===== src/rtl/fetch_unit_pkg.sv =====
// Shared definitions for the instruction fetch stage: reset PC, word width,
// PC step and small PC helper functions.
package fetch_unit_pkg;

    localparam logic [31:0] DEFAULT_RESET_PC = 32'h0000_0000;
    localparam int          INST_W           = 32;
    localparam logic [31:0] PC_INC           = 32'd4;

    typedef logic [31:0] pc_t;

    // Sequential successor of a PC; wraps naturally at 32 bits.
    function automatic pc_t next_pc(input pc_t pc);
        return pc + PC_INC;
    endfunction

    // Force a target PC onto a word boundary.
    function automatic pc_t align_pc(input pc_t pc);
        return pc & 32'hFFFF_FFFC;
    endfunction

endpackage


===== src/rtl/fetch_fifo.sv =====
// In-order instruction buffer. Clear wins over push/pop; push to a full
// buffer and pop from an empty buffer are ignored.
module fetch_fifo
    import fetch_unit_pkg::*;
#(
    parameter int DEPTH = 2,
    parameter int WIDTH = INST_W
) (
    input  logic                     clk_i,
    input  logic                     rst_i,
    input  logic                     clear_i,
    input  logic                     push_i,
    input  logic [WIDTH-1:0]         data_i,
    input  logic                     pop_i,
    output logic [WIDTH-1:0]         head_o,
    output logic [$clog2(DEPTH):0]   count_o
);

    localparam int AW = $clog2(DEPTH);
    localparam int CW = AW + 1;
    localparam logic [CW-1:0] FULL_CNT = CW'(DEPTH);

    logic [WIDTH-1:0] mem_q [DEPTH];
    logic [AW-1:0]    wr_ptr_q, wr_ptr_d;
    logic [AW-1:0]    rd_ptr_q, rd_ptr_d;
    logic [CW-1:0]    count_q, count_d;
    logic             do_push_s;
    logic             do_pop_s;

    assign do_push_s = push_i & (count_q != FULL_CNT);
    assign do_pop_s  = pop_i & (count_q != '0);
    assign head_o    = mem_q[rd_ptr_q];
    assign count_o   = count_q;

    // Pointer and occupancy next-state.
    always_comb begin
        wr_ptr_d = wr_ptr_q;
        rd_ptr_d = rd_ptr_q;
        count_d  = count_q;
        if (clear_i) begin
            wr_ptr_d = '0;
            rd_ptr_d = '0;
            count_d  = '0;
        end else begin
            if (do_push_s) begin
                wr_ptr_d = wr_ptr_q + AW'(1);
            end else begin
                wr_ptr_d = wr_ptr_q;
            end
            if (do_pop_s) begin
                rd_ptr_d = rd_ptr_q + AW'(1);
            end else begin
                rd_ptr_d = rd_ptr_q;
            end
            count_d = count_q + CW'(do_push_s) - CW'(do_pop_s);
        end
    end

    // Storage and pointer registers; storage zeroed on reset so the head reads 0.
    always_ff @(posedge clk_i) begin
        if (rst_i) begin
            for (int i = 0; i < DEPTH; i++) begin
                mem_q[i] <= '0;
            end
            wr_ptr_q <= '0;
            rd_ptr_q <= '0;
            count_q  <= '0;
        end else begin
            if (do_push_s && !clear_i) begin
                mem_q[wr_ptr_q] <= data_i;
            end
            wr_ptr_q <= wr_ptr_d;
            rd_ptr_q <= rd_ptr_d;
            count_q  <= count_d;
        end
    end

endmodule


===== src/rtl/fetch_unit.sv =====
// Instruction fetch stage: sequential PC generation, credit-limited request
// issue, in-order response buffering and redirect-driven flush with
// wrong-path response discard.
module fetch_unit
    import fetch_unit_pkg::*;
#(
    parameter logic [31:0] RESET_PC = DEFAULT_RESET_PC,
    parameter int          DEPTH    = 2
) (
    input  logic        clk,
    input  logic        rst,
    output logic        imem_req_valid,
    input  logic        imem_req_ready,
    output logic [31:0] imem_req_addr,
    input  logic        imem_rsp_valid,
    input  logic [31:0] imem_rsp_data,
    input  logic        redirect_valid,
    input  logic [31:0] redirect_pc,
    output logic        out_valid,
    input  logic        out_ready,
    output logic [31:0] out_inst,
    output logic [31:0] out_pc
);

    localparam int CW = $clog2(DEPTH) + 1;
    localparam logic [CW:0] CREDIT_LIM = (CW + 1)'(DEPTH);

    logic          rst_state_q;
    pc_t           fetch_pc_q, fetch_pc_d;
    pc_t           head_pc_q, head_pc_d;
    logic [CW-1:0] outstanding_q, outstanding_d;
    logic [CW-1:0] discard_q, discard_d;

    logic [CW-1:0] fifo_count_s;
    logic [31:0]   fifo_head_s;
    logic [CW:0]   credit_sum_s;
    logic          req_fire_s;
    logic          rsp_take_s;
    logic          push_s;
    logic          pop_s;
    pc_t           redir_tgt_s;

    // Request issue uses registered counts only, so valid never depends on ready.
    assign credit_sum_s   = {1'b0, outstanding_q} + {1'b0, fifo_count_s};
    assign imem_req_valid = ~rst_state_q & (credit_sum_s < CREDIT_LIM);
    assign imem_req_addr  = fetch_pc_q;
    assign req_fire_s     = imem_req_valid & imem_req_ready;

    // Responses with nothing outstanding are stale (e.g. from before reset) and dropped.
    assign rsp_take_s  = imem_rsp_valid & (outstanding_q != '0);
    assign push_s      = rsp_take_s & (discard_q == '0) & ~redirect_valid;

    assign out_valid   = (fifo_count_s != '0) & ~redirect_valid;
    assign out_inst    = fifo_head_s;
    assign out_pc      = head_pc_q;
    assign pop_s       = out_valid & out_ready;
    assign redir_tgt_s = align_pc(redirect_pc);

    // PC, credit and discard next-state; a redirect overrides everything else.
    always_comb begin
        fetch_pc_d    = fetch_pc_q;
        head_pc_d     = head_pc_q;
        discard_d     = discard_q;
        outstanding_d = outstanding_q + CW'(req_fire_s) - CW'(rsp_take_s);
        if (redirect_valid) begin
            fetch_pc_d = redir_tgt_s;
            head_pc_d  = redir_tgt_s;
            discard_d  = outstanding_d;
        end else begin
            if (req_fire_s) begin
                fetch_pc_d = next_pc(fetch_pc_q);
            end else begin
                fetch_pc_d = fetch_pc_q;
            end
            if (pop_s) begin
                head_pc_d = next_pc(head_pc_q);
            end else begin
                head_pc_d = head_pc_q;
            end
            if (rsp_take_s && (discard_q != '0)) begin
                discard_d = discard_q - CW'(1);
            end else begin
                discard_d = discard_q;
            end
        end
    end

    // State registers; the reset-hold bit delays the first request by one cycle.
    always_ff @(posedge clk) begin
        if (rst) begin
            rst_state_q   <= 1'b1;
            fetch_pc_q    <= RESET_PC;
            head_pc_q     <= RESET_PC;
            outstanding_q <= '0;
            discard_q     <= '0;
        end else begin
            rst_state_q   <= 1'b0;
            fetch_pc_q    <= fetch_pc_d;
            head_pc_q     <= head_pc_d;
            outstanding_q <= outstanding_d;
            discard_q     <= discard_d;
        end
    end

    fetch_fifo #(
        .DEPTH (DEPTH),
        .WIDTH (INST_W)
    ) u_fifo (
        .clk_i   (clk),
        .rst_i   (rst),
        .clear_i (redirect_valid),
        .push_i  (push_s),
        .data_i  (imem_rsp_data),
        .pop_i   (pop_s),
        .head_o  (fifo_head_s),
        .count_o (fifo_count_s)
    );

endmodule


===== config.mk =====
export PLATFORM = sky130hd
export DESIGN_NAME = fetch_unit
export DESIGN_NICKNAME = d
export VERILOG_FILES = /design/src/rtl/fetch_unit_pkg.sv /design/src/rtl/fetch_fifo.sv /design/src/rtl/fetch_unit.sv
export SDC_FILE = /design/constraint.sdc
export NUM_CORES = 1
export LEC_CHECK = 0
export ABC_AREA = 1
export BUFFER_PORTS_ARGS = -buffer_cell sky130_fd_sc_hd__buf_2
export CORE_MARGIN = 3
export CORE_UTILIZATION = 30
export CTS_BUF_LIST = sky130_fd_sc_hd__clkbuf_16
export CTS_CLUSTER_SIZE = 28
export DETAILED_ROUTE_END_ITERATION = 6
export HOLD_SLACK_MARGIN = 0.12
export REMOVE_ABC_BUFFERS = 1
export SYNTH_ARGS = -nofsm -noshare
export SYNTH_HDL_FRONTEND = slang
export SYNTH_SLANG_ARGS = --single-unit

===== constraint.sdc =====
create_clock -name clk -period 5.75 [get_ports clk]
set_input_delay 0.575 -clock clk [delete_from_list [all_inputs] [get_ports clk]]
set_output_delay 0.575 -clock clk [all_outputs]
set_load 0.02 [all_outputs]

Word level (Yosys, flattened, before mapping)
Memories as Yosys holds them, arrays and structs flattened. A register that Yosys moved wholly into a read port is not among the register bits.
Cells that the tools add are included.
- RAM bits: 64
- output and inout bits: 98
- memories: 1
- logic and storage cells: 62
- input bits: 70
- register bits: 73
- equality and inequality tests: 1
- bitwise logic cells: 11
- reduce and logical (&&, ||, !) cells: 12
- mux-type cells: 16
- magnitude comparators: 1
- add/subtract/negate cells: 10
- memories (name ; words ; bits a word ; rd ports ; clocked after memory_dff ; wr ports ; line ; text):
    u_fifo.mem_q ; 2 ; 32 ; 1 ; 1 ; 2 ; fetch_fifo.sv:23 ; logic [WIDTH-1:0] mem_q [DEPTH];
- operator list (operator ; number):
    $mux 32 ; 5
    $add 32x3->32 const B ; 2
    $reduce_or 32->1 ; 1
    $reduce_bool 2->1 ; 6
    $and 1x1->1 ; 9
    $mux 1 ; 9
    $add 2x1->2 ; 2
    $mux 2 ; 2
    $sub 2x1->2 ; 2
    $add 2x2->3 ; 1
    $lt 3x2->1 const B ; 1
    $add 1x1->1 const B ; 2
    $logic_and 1x1->1 ; 2
    $logic_not 2->1 ; 1
    $ne 2x2->1 const B ; 1
    $not 1->1 ; 2
    $reduce_or 2->1 ; 1
    $sub 2x1->2 const B ; 1
    $logic_not 1->1 ; 1

Logic depth before layout (Yosys ltp)
Gate-level depths: netlist of run 1.
- word-level depth: 11
- depth in mapped cells: 15

Modules after synthesis
A second synthesis of run 1 with hierarchy kept.
- cells, all modules: 970
- area total of the unflattened synthesis: 7485.9 µm²
- modules (own cells, without submodules) (module ; times used ; area each (µm²) ; seq. area each (µm²) ; cells an instance):
    fetch_unit ; 1 ; 4446.8 ; 1301.2 ; 725
    fetch_fifo ; 1 ; 3039.2 ; 2021.9 ; 245

Least setup slack after synthesis of run 1
No wires, ideal clock.
- kind: reg2reg
- start: register u_fifo.count_q[0] (netlist: u_fifo.count_o[0])
- end: register discard_q[1]
- buffers on the path: 1
- setup slack: 3300 ps
- period minus slack after synthesis: 2450 ps
- arrival: 2332 ps
- stages on the path, launching flop included: 16
- data required time: 5632 ps
- cell sequence: dfxtp_1 > nand2_1 > inv_1 > fa_1 > inv_1 > nand3_2 > inv_1 > nand2_1 > buf_2 > ha_1 > inv_1 > ha_1 > xor2_1 > xor2_1 > nor2_1 > nor2_1
- longest elaborated chain between the ends: 7
- RTL lines (element ; line ; text):
    start: declaration ; fetch_fifo.sv:26 ; logic [CW-1:0] count_q, count_d;
    start signal: assignment ; fetch_fifo.sv:74 ; count_q <= count_d;
    $add 2x2->3 ; fetch_unit.sv:44 ; assign credit_sum_s = {1'b0, outstanding_q} + {1'b0, fifo_count_s};
    $lt 3x2->1 ; fetch_unit.sv:45 ; assign imem_req_valid = ~rst_state_q & (credit_sum_s < CREDIT_LIM);
    $and 1x1->1 ; fetch_unit.sv:45 ;
    named net imem_req_valid ; fetch_unit.sv:12 ; output logic imem_req_valid,
    $and 1x1->1 ; fetch_unit.sv:47 ; assign req_fire_s = imem_req_valid & imem_req_ready;
    $add 2x1->2 ; fetch_unit.sv:64 ; outstanding_d = outstanding_q + CW'(req_fire_s) - CW'(rsp_take_s);
    $sub 2x1->2 ; fetch_unit.sv:64 ;
    $mux 2 ; fetch_unit.sv:65 ; if (redirect_valid) begin
    end signal: assignment ; fetch_unit.sv:101 ; discard_q <= discard_d;
    end: declaration ; fetch_unit.sv:32 ; logic [CW-1:0] discard_q, discard_d;
The timed path passes the listed nets, and every way through them passes these cells.
A chain may end at the register's enable or synchronous reset.

==> key figures, run 1 <==
Timing
  – Fmax: 361.0 MHz
  – Slew margin rel.: 36.18%
  – Final Setup Violations: 0
  – Worst slew pin tran: 0.9562 ns
  – Setup_tns: 0 ns
  – Final period utilization: 48.18%
  – RSZ-0062 raised after global routing: false
  – Worst hold margin: 0.4558 ns
  – Pins Over Slew Limit: 0
  – Final hold vios: 0
  – Clock Skew: 0.01111 ns
  – Min Clock Period, post-route: 2.770 ns

Synth
  – Syn Std Cell Area: 7626 um2
  – Async S/R FF share, synth: 0%
  – Ranking of synthesized cells by area: edfxtp_1, dfxtp_1, nand2_1, nor2_1, inv_1
  – Ys flop type: dfxtp_1
  – Synthesis-stage register bit count: 134
  – Register area share after synthesis: 43.58%
  – Post-synth top area share: 25.20%
  – Number of synthesized flops with an enable pin: 64
  – Average size of a mapped cell: 7.790 um2
  – Syn. warnings: 0
  – Yosys top cell by area: edfxtp_1
  – Synth cell types: 44
  – Post-Synthesis Cells: 979

Pwr
  – Leak: 4.110 nW
  – Pwr/cell area: 277.7 nW/um2
  – Maximum VDD drop: 146.2 uV

Setup path
  – Crit end category: flip-flop
  – RR Endpoint: discard_q[1]$_SDFFE_PP0P_
  – Worst reg2reg path depth: 12
  – Crit path cell chain: buf_2 -> buf_4 -> inv_1 -> nand3_4 -> nand2_1 -> buf_4
  – Reg2reg setup slack: 3.06 ns
  – Critical path depth: 6
  – Slowest cell on the critical path: inv_1
  – CP max stage delay: 0.77 ns
  – R2R Path Start: u_fifo.count_o[1]$_SDFF_PP0_
  – CP Data Arrival Time: 2.85 ns
  – Crit-path leading delay family: buffers and inverters
  – Startpoint Class: primary input
  – Critical path required time: 5.83 ns
  – Worst Path Max Fanout: 45
  – Crit path kind: primary input to flip-flop
  – Buffers and inverters on the worst path: 4
  – Most used cell, CP: buf_4

Clock network
  – CTS tree: yes
  – CTS Sinks: 134
  – CTS-repair resized insts: 0
  – Clock transition at the registers of the reported paths: 0.06 ns
  – Hold Buf Count CTS: 0
  – Deepest clock path buffer count: 2
  – Clock latency on the worst-skew pair: 0.43 ns
  – TritonCTS Buffers: 17
  – H-tree levels: 4
  – # Post-CTS Setup Buffers: 0
  – Clock Root Buffer: clkbuf_16

Route
  – DR pass1 iterations: 6
  – Via count: 6901
  – # DRC: 0
  – Post-DRT Antenna Nets: 0
  – DR iter-0 viols: 415
  – Drt wl/cell: 15.43 um
  – DR vias/cell: 4.698
  – Final WL: 22670 um

Hold path
  – Min-Delay Path Class: primary input to flip-flop
  – Hold Startpoint: imem_rsp_data[27]
  – Hold Crit Depth: 3
  – Endpoint, Worst Hold: u_fifo.mem_q[0][27]$_SDFFCE_PN0P_

Layout
  – Post-route cell area: 9218 um2
  – Share of post-route cells with drive strength above 1: 25.24%
  – Antenna cells: 0
  – Post-layout util: 37.35%
  – Syn-to-layout area delta: 20.87%
  – Nets: 1210
  – Finished Layout Cells: 1469

GRT
  – GRT met2 Usage: 25.59%
  – Number of global-route vias before repair: 6307
  – Met3 GRT Util: 3.916%
  – First-pass GRT wire length: 34460 um
  – Gr busiest metal: met2
  – Initial antenna violation count: 1
  – All-Layer GR Usage: 16.42%
  – Met1 GRT Util: 22.90%
  – Largest net degree at the start of global routing: 46
  – Grt total ovfl: 0

Place
  – GP Congestion: 0.8655
  – Post-Place Cell Area: 8648 um2
  – Placed insts: 1437
  – I/O Buffers: 161
  – Dpl hpwl: 16540 um

Floorplan
  – Starting Density: 30.90%
  – Die H: 165.4 um
  – DIE AREA: 27370 um2
  – Die Wd: 165.4 um
  – I/O pin cnt: 168
  – # rows: 57
  – Core Footprint: 24680 um2

Outcome
  – Status: complete, no violations

Run
  – Max-Cap Viols: 0
==> state kept, by name, summed over array words and instances, names as in the netlist, named ones only <==
name             cells
u_fifo.count_o       2
discard_q            2
u_fifo.rd_ptr_q      1
imem_req_addr       30
rst_state_q          1
outstanding_q        2
u_fifo.mem_q        64
out_pc              30
u_fifo.wr_ptr_q      1
==> synthesized netlist by cell type, types with 4 or more instances <==
master and count:
or2_2 5, nand2_1 226, a21boi_0 15, nand3b_1 6, a21oi_1 57, nor2_4 11, buf_6 9, nand2_2 12
nor2_2 15, o21bai_1 4, dfxtp_1 70, o21ai_0 32, buf_4 6, xor2_1 8, xnor2_1 8, inv_1 123
edfxtp_1 64, mux2_2 31, ha_1 7, nand3_1 53, clkbuf_1 7, nand4_1 8, buf_2 13, nor2_1 153
==> layout make-up <==
cell class / instances / area (um2)
clock buffers: 17 / 425.4
fillers: 2647 / 15460
multi-input cells: 686 / 3597
flip-flops and latches: 134 / 3323
inverters: 127 / 479.2
well taps: 324 / 405.4
repair buffers: 166 / 843.3
clock inverters: 15 / 143.9
==> metrics by stage <==
| step | total power [mW] | setup WS [ns] |
|---|---|---|
| floorplan | 1.359 | 3.263 |
| global placement | 1.507 | 2.490 |
| detailed placement | 1.511 | 2.480 |
| CTS | 2.582 | 2.940 |
| global route | 2.678 | 2.751 |
| finish | 2.559 | 2.980 |
==> logic make-up (layout without fill, tap and decap cells) <==
| logic type | Yosys count | after routing | synth area share [%] |
|---|---|---|---|
| flops | 134 | 134 | 43.58 |
| fa+ha+maj | 8 | 8 | 1.411 |
| simple gates | 500 | 500 | 29.50 |
| other cells | 1 | 4 | 0.04917 |
| xor+xnor | 16 | 16 | 1.838 |
| mux | 32 | 32 | 4.725 |
| compound gates | 126 | 126 | 9.500 |
| buf+inv | 162 | 325 | 9.401 |
==> layout by cell type, fill, tap and decap left out, types with 5 or more instances in the layout <==
master	synthesis	layout
a21oi_1	57	57
nand3b_1	6	6
inv_6	0	6
a21boi_0	15	15
o21ai_0	32	32
ha_1	7	7
nand3_1	53	53
dfxtp_1	70	70
nor2_2	15	15
inv_1	123	124
mux2_2	31	31
buf_4	6	5
clkbuf_16	0	17
nand4_1	8	8
nand2_1	226	226
edfxtp_1	64	64
or2_2	5	5
buf_2	13	161
xor2_1	8	8
xnor2_1	8	8
nor2_4	11	11
nand2_2	12	12
nor2_1	153	153
==> worst max-delay path by stage <==
stage | from | end | slack, ns
finish | rst | u_fifo.mem_q[0][4]$_SDFFCE_PN0P_ | 2.98
global route | rst | u_fifo.mem_q[0][4]$_SDFFCE_PN0P_ | 2.75
CTS | rst | u_fifo.mem_q[0][16]$_SDFFCE_PN0P_ | 2.94
detailed placement | rst | u_fifo.mem_q[0][14]$_SDFFCE_PN0P_ | 2.48
global placement | rst | u_fifo.mem_q[0][14]$_SDFFCE_PN0P_ | 2.49
floorplan | rst | u_fifo.mem_q[0][0]$_SDFFCE_PN0P_ | 3.26
==> layer usage <==
metal	wire length [um]	part of all wire, %	up-vias
li1	-	-	3453
met1	10620	47	3182
met2	10170	45	243
met3	1620	7.1	21
met4	245	1.1	2
met5	12	0.053	-
==> worst min-delay path, cell delays in order <==
cell and delay [ns]:
buf_2 0.07, inv_1 0.04, nor2_1 0.08
==> report_power, final <==
part / total [mW] / leakage (nW) / internal [mW] / switching (mW)
clock network: 1.07 / 0.279 / 0.605 / 0.466
registers: 1.12 / 1.24 / 1.06 / 0.0559
logic: 0.371 / 2.59 / 0.128 / 0.243
(Power assumes the default switching activity.)
==> run 2: changes to the inputs <==
==> constraint.sdc (replaced) <==
create_clock -name clk -period 2.5 [get_ports clk]
set_input_delay 0.25 -clock clk [delete_from_list [all_inputs] [get_ports clk]]
set_output_delay 0.25 -clock clk [all_outputs]
set_load 0.02 [all_outputs]
==> run 2 against run 1 <==
Global-route usage up 0.12 points. Critical path depth up 8. Non-clock buffer count up 10. Sequential share of layout area down 0.49 points. Via count up 0.88%. Critical path type is now flip-flop to flip-flop. Highest routed layer unchanged.
==> key figures, run 2 (synthesis results as in run 1) <==
Timing
  – Final period utilization: 91.32%
  – Fmax: 438.0 MHz
  – RSZ-0062 raised after global routing: false
  – Worst hold margin: 0.1319 ns (-0.3239 ns)
  – Final Setup Violations: 0 (unchanged)
  – Min Clock Period, post-route: 2.283 ns
  – Setup_tns: 0 ns (unchanged)
  – Pins Over Slew Limit: 0 (unchanged)
  – Worst slew pin tran: 0.5153 ns (-0.4409 ns)
  – Clock Skew: 0.007784 ns (-0.003327 ns)
  – Slew margin rel.: 65.65% (+29 points)
  – Final hold vios: 0 (unchanged)

Layout
  – Number of flip-flops in the largest register: 64 (unchanged)
  – Syn-to-layout area delta: 22.53%
  – Most flop-heavy register: u_fifo.mem_q
  – Most common cell after layout, fill and taps aside: nand2_1
  – Share of post-route cells with drive strength above 1: 25.71% (+0.47 points)
  – Antenna cells: 0 (unchanged)
  – Nets: 1220 (+0.83%)
  – Most frequent cells in the layout: nand2_1, buf_2, nor2_1

Clock network
  – Clock Root Buffer: clkbuf_16
  – H-tree levels: 4 (unchanged)
  – TritonCTS Buffers: 17 (unchanged)
  – CTS Sinks: 134 (unchanged)
  – Clock latency on the worst-skew pair: 0.43 ns (about the same)
  – # Post-CTS Setup Buffers: 0 (unchanged)
  – CTS-repair resized insts: 0 (unchanged)
  – CTS tree: yes
  – Deepest clock path buffer count: 2 (unchanged)
  – Hold Buf Count CTS: 2 (+2)
  – Clock transition at the registers of the reported paths: 0.06 ns (about the same)

Route
  – Drt wl/cell: 15.50 um (+0.43%)
  – DR pass1 iterations: 6 (unchanged)
  – DR vias/cell: 4.707 (+0.20%)
  – # DRC: 0 (unchanged)
  – Post-DRT Antenna Nets: 0 (unchanged)
  – DR iter-0 viols: 519 (+25%)
  – Via count: 6962 (+0.88%)
  – Final WL: 22920 um (+1.1%)

GRT
  – All-Layer GR Usage: 16.53% (+0.12 points)
  – Grt total ovfl: 0 (unchanged)
  – First-pass GRT wire length: 34990 um (+1.5%)
  – Number of global-route vias before repair: 6603 (+4.7%)
  – Initial antenna violation count: 3 (+2)
  – Largest net degree at the start of global routing: 44 (-4.3%)

Floorplan
  – I/O pin cnt: 168 (unchanged)
  – Core Footprint: 24680 um2 (unchanged)
  – Die H: 165.4 um (unchanged)
  – DIE AREA: 27370 um2 (unchanged)
  – # rows: 57 (unchanged)
  – Die Wd: 165.4 um (unchanged)
  – Starting Density: 30.90% (unchanged)

Place
  – GP Congestion: 0.8931 (+3.2%)
  – I/O Buffers: 161 (unchanged)
  – Dpl hpwl: 17120 um (+3.5%)

Hold path
  – Min-Delay Path Class: primary input to flip-flop
  – Hold Crit Depth: 5 (+2)

Pwr
  – Leak: 4.177 nW (+1.6%)
  – Pwr/cell area: 652.7 nW/um2 (+140%)
  – Maximum VDD drop: 372.4 uV (+150%)

Setup path
  – Startpoint Class: flip-flop
  – Worst reg2reg path depth: 14 (+2)
  – CP Data Arrival Time: 2.65 ns (-0.20 ns)
  – Crit path kind: flip-flop to flip-flop
  – Worst Path Max Fanout: 3 (-93%)
  – Crit end category: flip-flop
  – Critical path required time: 2.87 ns (-2.96 ns)

Outcome
  – Status: complete, no violations

Run
  – Max-Cap Viols: 0 (unchanged)
run 2: changes by cell type in the layout (fill, tap and decap cells not counted):
cell,before,now
buf_4,5,13
clkinv_4,3,1
inv_6,6,7
bufinv_16,1,3
dlygate4sd3_1,0,2
clkinv_2,1,0
run 2: worst max-delay path, cell delays in order (launching register included):
cell and delay [ns]:
dfxtp_1 0.37, nand2_1 0.06, inv_1 0.07, fa_1 0.41
inv_1 0.08, nand3_2 0.08, inv_1 0.07, nand2_1 0.08
ha_1 0.28, inv_1 0.04, ha_1 0.17, xor2_1 0.16
xor2_1 0.22, nor2_1 0.06, nor2_1 0.09
run 2: area by class of cell:
cell class	instances	area [um2]
clock inverter	15	190.2
tap	324	405.4
clock buffer	17	425.4
sequential	134	3323
timing repair buffer	176	923.4
fill	2642	15330
inverter	127	479.2
multi-input combinational	686	3597
run 2: power by group:
| group | total, mW | internal [mW] | switching, mW |
|---|---|---|---|
| clock network | 2.65 | 1.60 | 1.06 |
| registers | 2.57 | 2.44 | 0.130 |
| logic | 0.876 | 0.311 | 0.565 |
| total | 6.10 | 4.35 | 1.75 |
run 2: final timing paths:
check,start,endpoint,slack [ns]
min reg2reg,u_fifo.rd_ptr_q$_SDFFE_PP0P_,u_fifo.rd_ptr_q$_SDFFE_PP0P_,0.51
max reg2reg,u_fifo.count_o[0]$_SDFF_PP0_,discard_q[1]$_SDFFE_PP0P_,0.22
max,u_fifo.count_o[0]$_SDFF_PP0_,discard_q[1]$_SDFFE_PP0P_,0.22
min,redirect_pc[17],imem_req_addr[17]$_SDFFE_PP0P_,0.13
run 2: per-stage QoR:
stage                     std cells  area (um2)  util [%]  power [mW]  worst slack (ns)
after CTS                      1479        9344     37.87       6.157            0.1776
after global routing           1479        9344     37.87       6.366          0.001128
final                          1479        9344     37.87       6.099            0.2170
after floorplan                 947        7400         -       3.125           0.06131
after global placement         1445        8708     35.29       3.484            0.2592
after detailed placement       1445        8708     35.29       3.500            0.2039
run 2: routing by layer:
metal / part of all wire (%) / wire, um / vias to the layer above / track usage, %
li1: - / - / 3473 / -
met1: 45 / 10230 / 3179 / 21.91
met2: 44 / 10150 / 276 / 26.44
met3: 9.6 / 2200 / 28 / 5.039
met4: 1.3 / 303 / 6 / 4.008
met5: 0.15 / 34 / - / 0
==> run 3: changes to the inputs <==
--- a/config.mk
+++ b/config.mk
@@ -16,4 +16,5 @@
 export REMOVE_ABC_BUFFERS = 1
 export SYNTH_ARGS = -nofsm -noshare
 export SYNTH_HDL_FRONTEND = slang
+export SYNTH_HIERARCHICAL = 1
 export SYNTH_SLANG_ARGS = --single-unit
==> run 3 against run 2 <==
Critical path depth fell by 2. Sequential share of layout area rose by 0.50 points. Worst hold slack improved by 0.0080 ns. Final cell count fell by 0.74%. Clock power fell by 3%. Largest power group unchanged.
==> key figures, run 3 <==
Outcome
  – Status: complete, no violations

Route
  – DR vias/cell: 4.672 (-0.76%)
  – Drt wl/cell: 15.21 um (-1.8%)
  – DR iter-0 viols: 424 (-18%)
  – # DRC: 0 (unchanged)
  – DR pass1 iterations: 5 (-1)
  – Final WL: 22340 um (-2.5%)
  – Via count: 6858 (-1.5%)
  – Post-DRT Antenna Nets: 0 (unchanged)

Synth
  – Post-synth top area share: 25.67% (+0.47 points)
  – Ranking of synthesized cells by area: edfxtp_1, dfxtp_1, nand2_1, nor2_1, inv_1
  – Yosys top cell by area: edfxtp_1
  – Post-Synthesis Cells: 970 (-0.92%)
  – Synth cell count leaders: nand2_1, nor2_1, inv_1
  – Syn. warnings: 6 (+6)
  – Synthesis-stage register bit count: 134 (unchanged)
  – Ys flop type: dfxtp_1
  – Number of synthesized flops with an enable pin: 64 (unchanged)
  – Register area share after synthesis: 44.39% (+0.82 points)
  – Syn Std Cell Area: 7486 um2 (-1.8%)
  – Count leader, synth: nand2_1
  – Average size of a mapped cell: 7.717 um2 (-0.93%)
  – Async S/R FF share, synth: 0% (unchanged)
  – Synth cell types: 41 (-6.8%)

Layout
  – Number of flip-flops in the largest register: 64 (unchanged)
  – Most common cell after layout, fill and taps aside: nand2_1
  – Share of post-route cells with drive strength above 1: 25.00% (-0.71 points)
  – Antenna cells: 0 (unchanged)
  – Most frequent cells in the layout: nand2_1, buf_2, nor2_1
  – Nets: 1210 (-0.82%)
  – Most flop-heavy register: u_fifo/mem_q
  – Syn-to-layout area delta: 23.08%

Clock network
  – CTS-repair resized insts: 0 (unchanged)
  – Clock Root Buffer: clkbuf_16
  – H-tree levels: 4 (unchanged)
  – Clock latency on the worst-skew pair: 0.42 ns (about the same)
  – Clock transition at the registers of the reported paths: 0.06 ns (about the same)
  – Deepest clock path buffer count: 2 (unchanged)
  – TritonCTS Buffers: 17 (unchanged)
  – CTS Sinks: 134 (unchanged)
  – CTS tree: yes

GRT
  – Number of global-route vias before repair: 6371 (-3.5%)
  – Grt total ovfl: 0 (unchanged)
  – Met3 GRT Util: 3.783% (-1.3 points)
  – Met1 GRT Util: 22.73% (+0.82 points)
  – Largest net degree at the start of global routing: 52 (+18%)
  – GRT met2 Usage: 25.91% (-0.54 points)
  – Gr busiest metal: met2
  – All-Layer GR Usage: 16.45% (-0.084 points)
  – Initial antenna violation count: 0 (-3)
  – First-pass GRT wire length: 34090 um (-2.6%)

Timing
  – Fmax: 425.2 MHz (-2.9%)
  – Slew margin rel.: 58.33% (-7.3 points)
  – Pins Over Slew Limit: 0 (unchanged)
  – Final hold vios: 0 (unchanged)
  – Setup_tns: 0 ns (unchanged)
  – Final period utilization: 94.08% (+2.8 points)
  – Clock Skew: 0.005826 ns (-0.001958 ns)
  – Final Setup Violations: 0 (unchanged)
  – Worst hold margin: 0.1399 ns (+0.008029 ns)
  – Worst slew pin tran: 0.6250 ns (+0.1097 ns)
  – Min Clock Period, post-route: 2.352 ns (+0.06899 ns)

Floorplan
  – DIE AREA: 26880 um2 (-1.8%)
  – Die Wd: 164.0 um (-0.89%)
  – Starting Density: 30.69% (-0.21 points)
  – I/O pin cnt: 168 (unchanged)
  – Die H: 164.0 um (-0.89%)
  – # rows: 57 (unchanged)
  – Core Footprint: 24390 um2 (-1.2%)

Setup path
  – Startpoint Class: flip-flop
  – Crit end category: flip-flop
  – Crit-path leading delay family: adder cells
  – R2R Path Start: outstanding_q[0]$_SDFF_PP0_
  – CP max stage delay: 0.45 ns (+0.04 ns)
  – Crit path kind: flip-flop to flip-flop
  – Critical path required time: 2.85 ns (-0.02 ns)
  – Slowest cell on the critical path: fa_1
  – CP startpoint: outstanding_q[0]$_SDFF_PP0_
  – Worst Path Max Fanout: 3 (unchanged)
  – CP Data Arrival Time: 2.70 ns (+0.05 ns)
  – Buffers and inverters on the worst path: 2 (-2)
  – Crit path cell chain: nand2_1 -> inv_1 -> fa_1 -> nor3_4 -> nand2_2 -> ha_1 -> inv_1 -> ha_1 -> xor2_1 -> xor2_1 -> o21ai_0 -> a21oi_1

Pwr
  – Pwr/cell area: 645.8 nW/um2 (-1.1%)
  – Maximum VDD drop: 404.0 uV (+8.5%)
  – Leak: 4.142 nW (-0.85%)

Place
  – Dpl hpwl: 16140 um (-5.8%)
  – GP Congestion: 0.8593 (-3.8%)
  – I/O Buffers: 161 (unchanged)

Hold path
  – Hold Startpoint: redirect_pc[7]
  – Min-Delay Path Class: primary input to flip-flop

Run
  – Max-Cap Viols: 0 (unchanged)
[run 3: routing by layer]
metal | wire [um] | share of wire, %
met5 | 0 | 0
met4 | 275 | 1.2
met3 | 1877 | 8.4
met2 | 10130 | 45
met1 | 10050 | 45
[run 3: where the power goes]
part / internal, mW / switching [mW] / total [mW]
clock: 1.57 / 1.00 / 2.57
sequential: 2.43 / 0.117 / 2.54
combinational: 0.297 / 0.533 / 0.831
[run 3: final timing paths]
kind	endpoint	slack (ns)	cells after the start
setup / recovery	discard_q[1]$_SDFFE_PP0P_	0.15	12
setup reg to reg	discard_q[1]$_SDFFE_PP0P_	0.15	12
hold / removal	out_pc[7]$_SDFFE_PP0P_	0.14	3
hold reg to reg	flip-flop	0.52	2
[run 3: what timing repair did]
| action | CTS | global route |
|---|---|---|
| hold buffers | 0 | 0 |
| buffers inserted | 0 | 1 |
| endpoints found under the setup margin | 0 | 1 |
[run 3: layout make-up]
type	instances	area [um2]
Sequential cell	134	3323
Multi-Input combinational cell	683	3505
Clock buffer	17	425.4
Timing Repair Buffer	175	923.4
Inverter	121	454.2
Fill cell	2555	15180
Tap cell	324	405.4
Clock inverter	14	177.7
[run 3: metrics by stage]
step                cell area, um2  utilization, %  power [mW]  instances  setup WS (ns)
floorplan                     7282               -       3.063        938       -0.04121
global placement              8603           35.27       3.395       1436         0.1534
detailed placement            8603           35.27       3.405       1436         0.1373
CTS                           9206           37.74       5.994       1467         0.1106
global route                  9214           37.78       6.227       1468      -0.001720
finish                        9214           37.78       5.950       1468         0.1480
[run 3: worst reg2reg max path, delay by kind of cell (launching register included)]
family	cells	cell delay, ns
fa+ha+maj	3	0.86
xor+xnor	2	0.38
flops	1	0.35
simple gates	3	0.34
compound gates	2	0.24
buf+inv	2	0.12
[run 3: logic make-up (layout without fill, tap and decap cells)]
family	after synthesis	after routing	synth area share, %
DFF	134	134	44.39
other	1	4	0.05009
buffers and inverters	156	327	8.942
muxes	32	32	4.814
and+or+nand+nor	502	502	29.35
adders and majority gates	8	8	1.437
AOI/OAI and AO/OA	122	122	9.259
xor gates and xnor gates	15	15	1.755
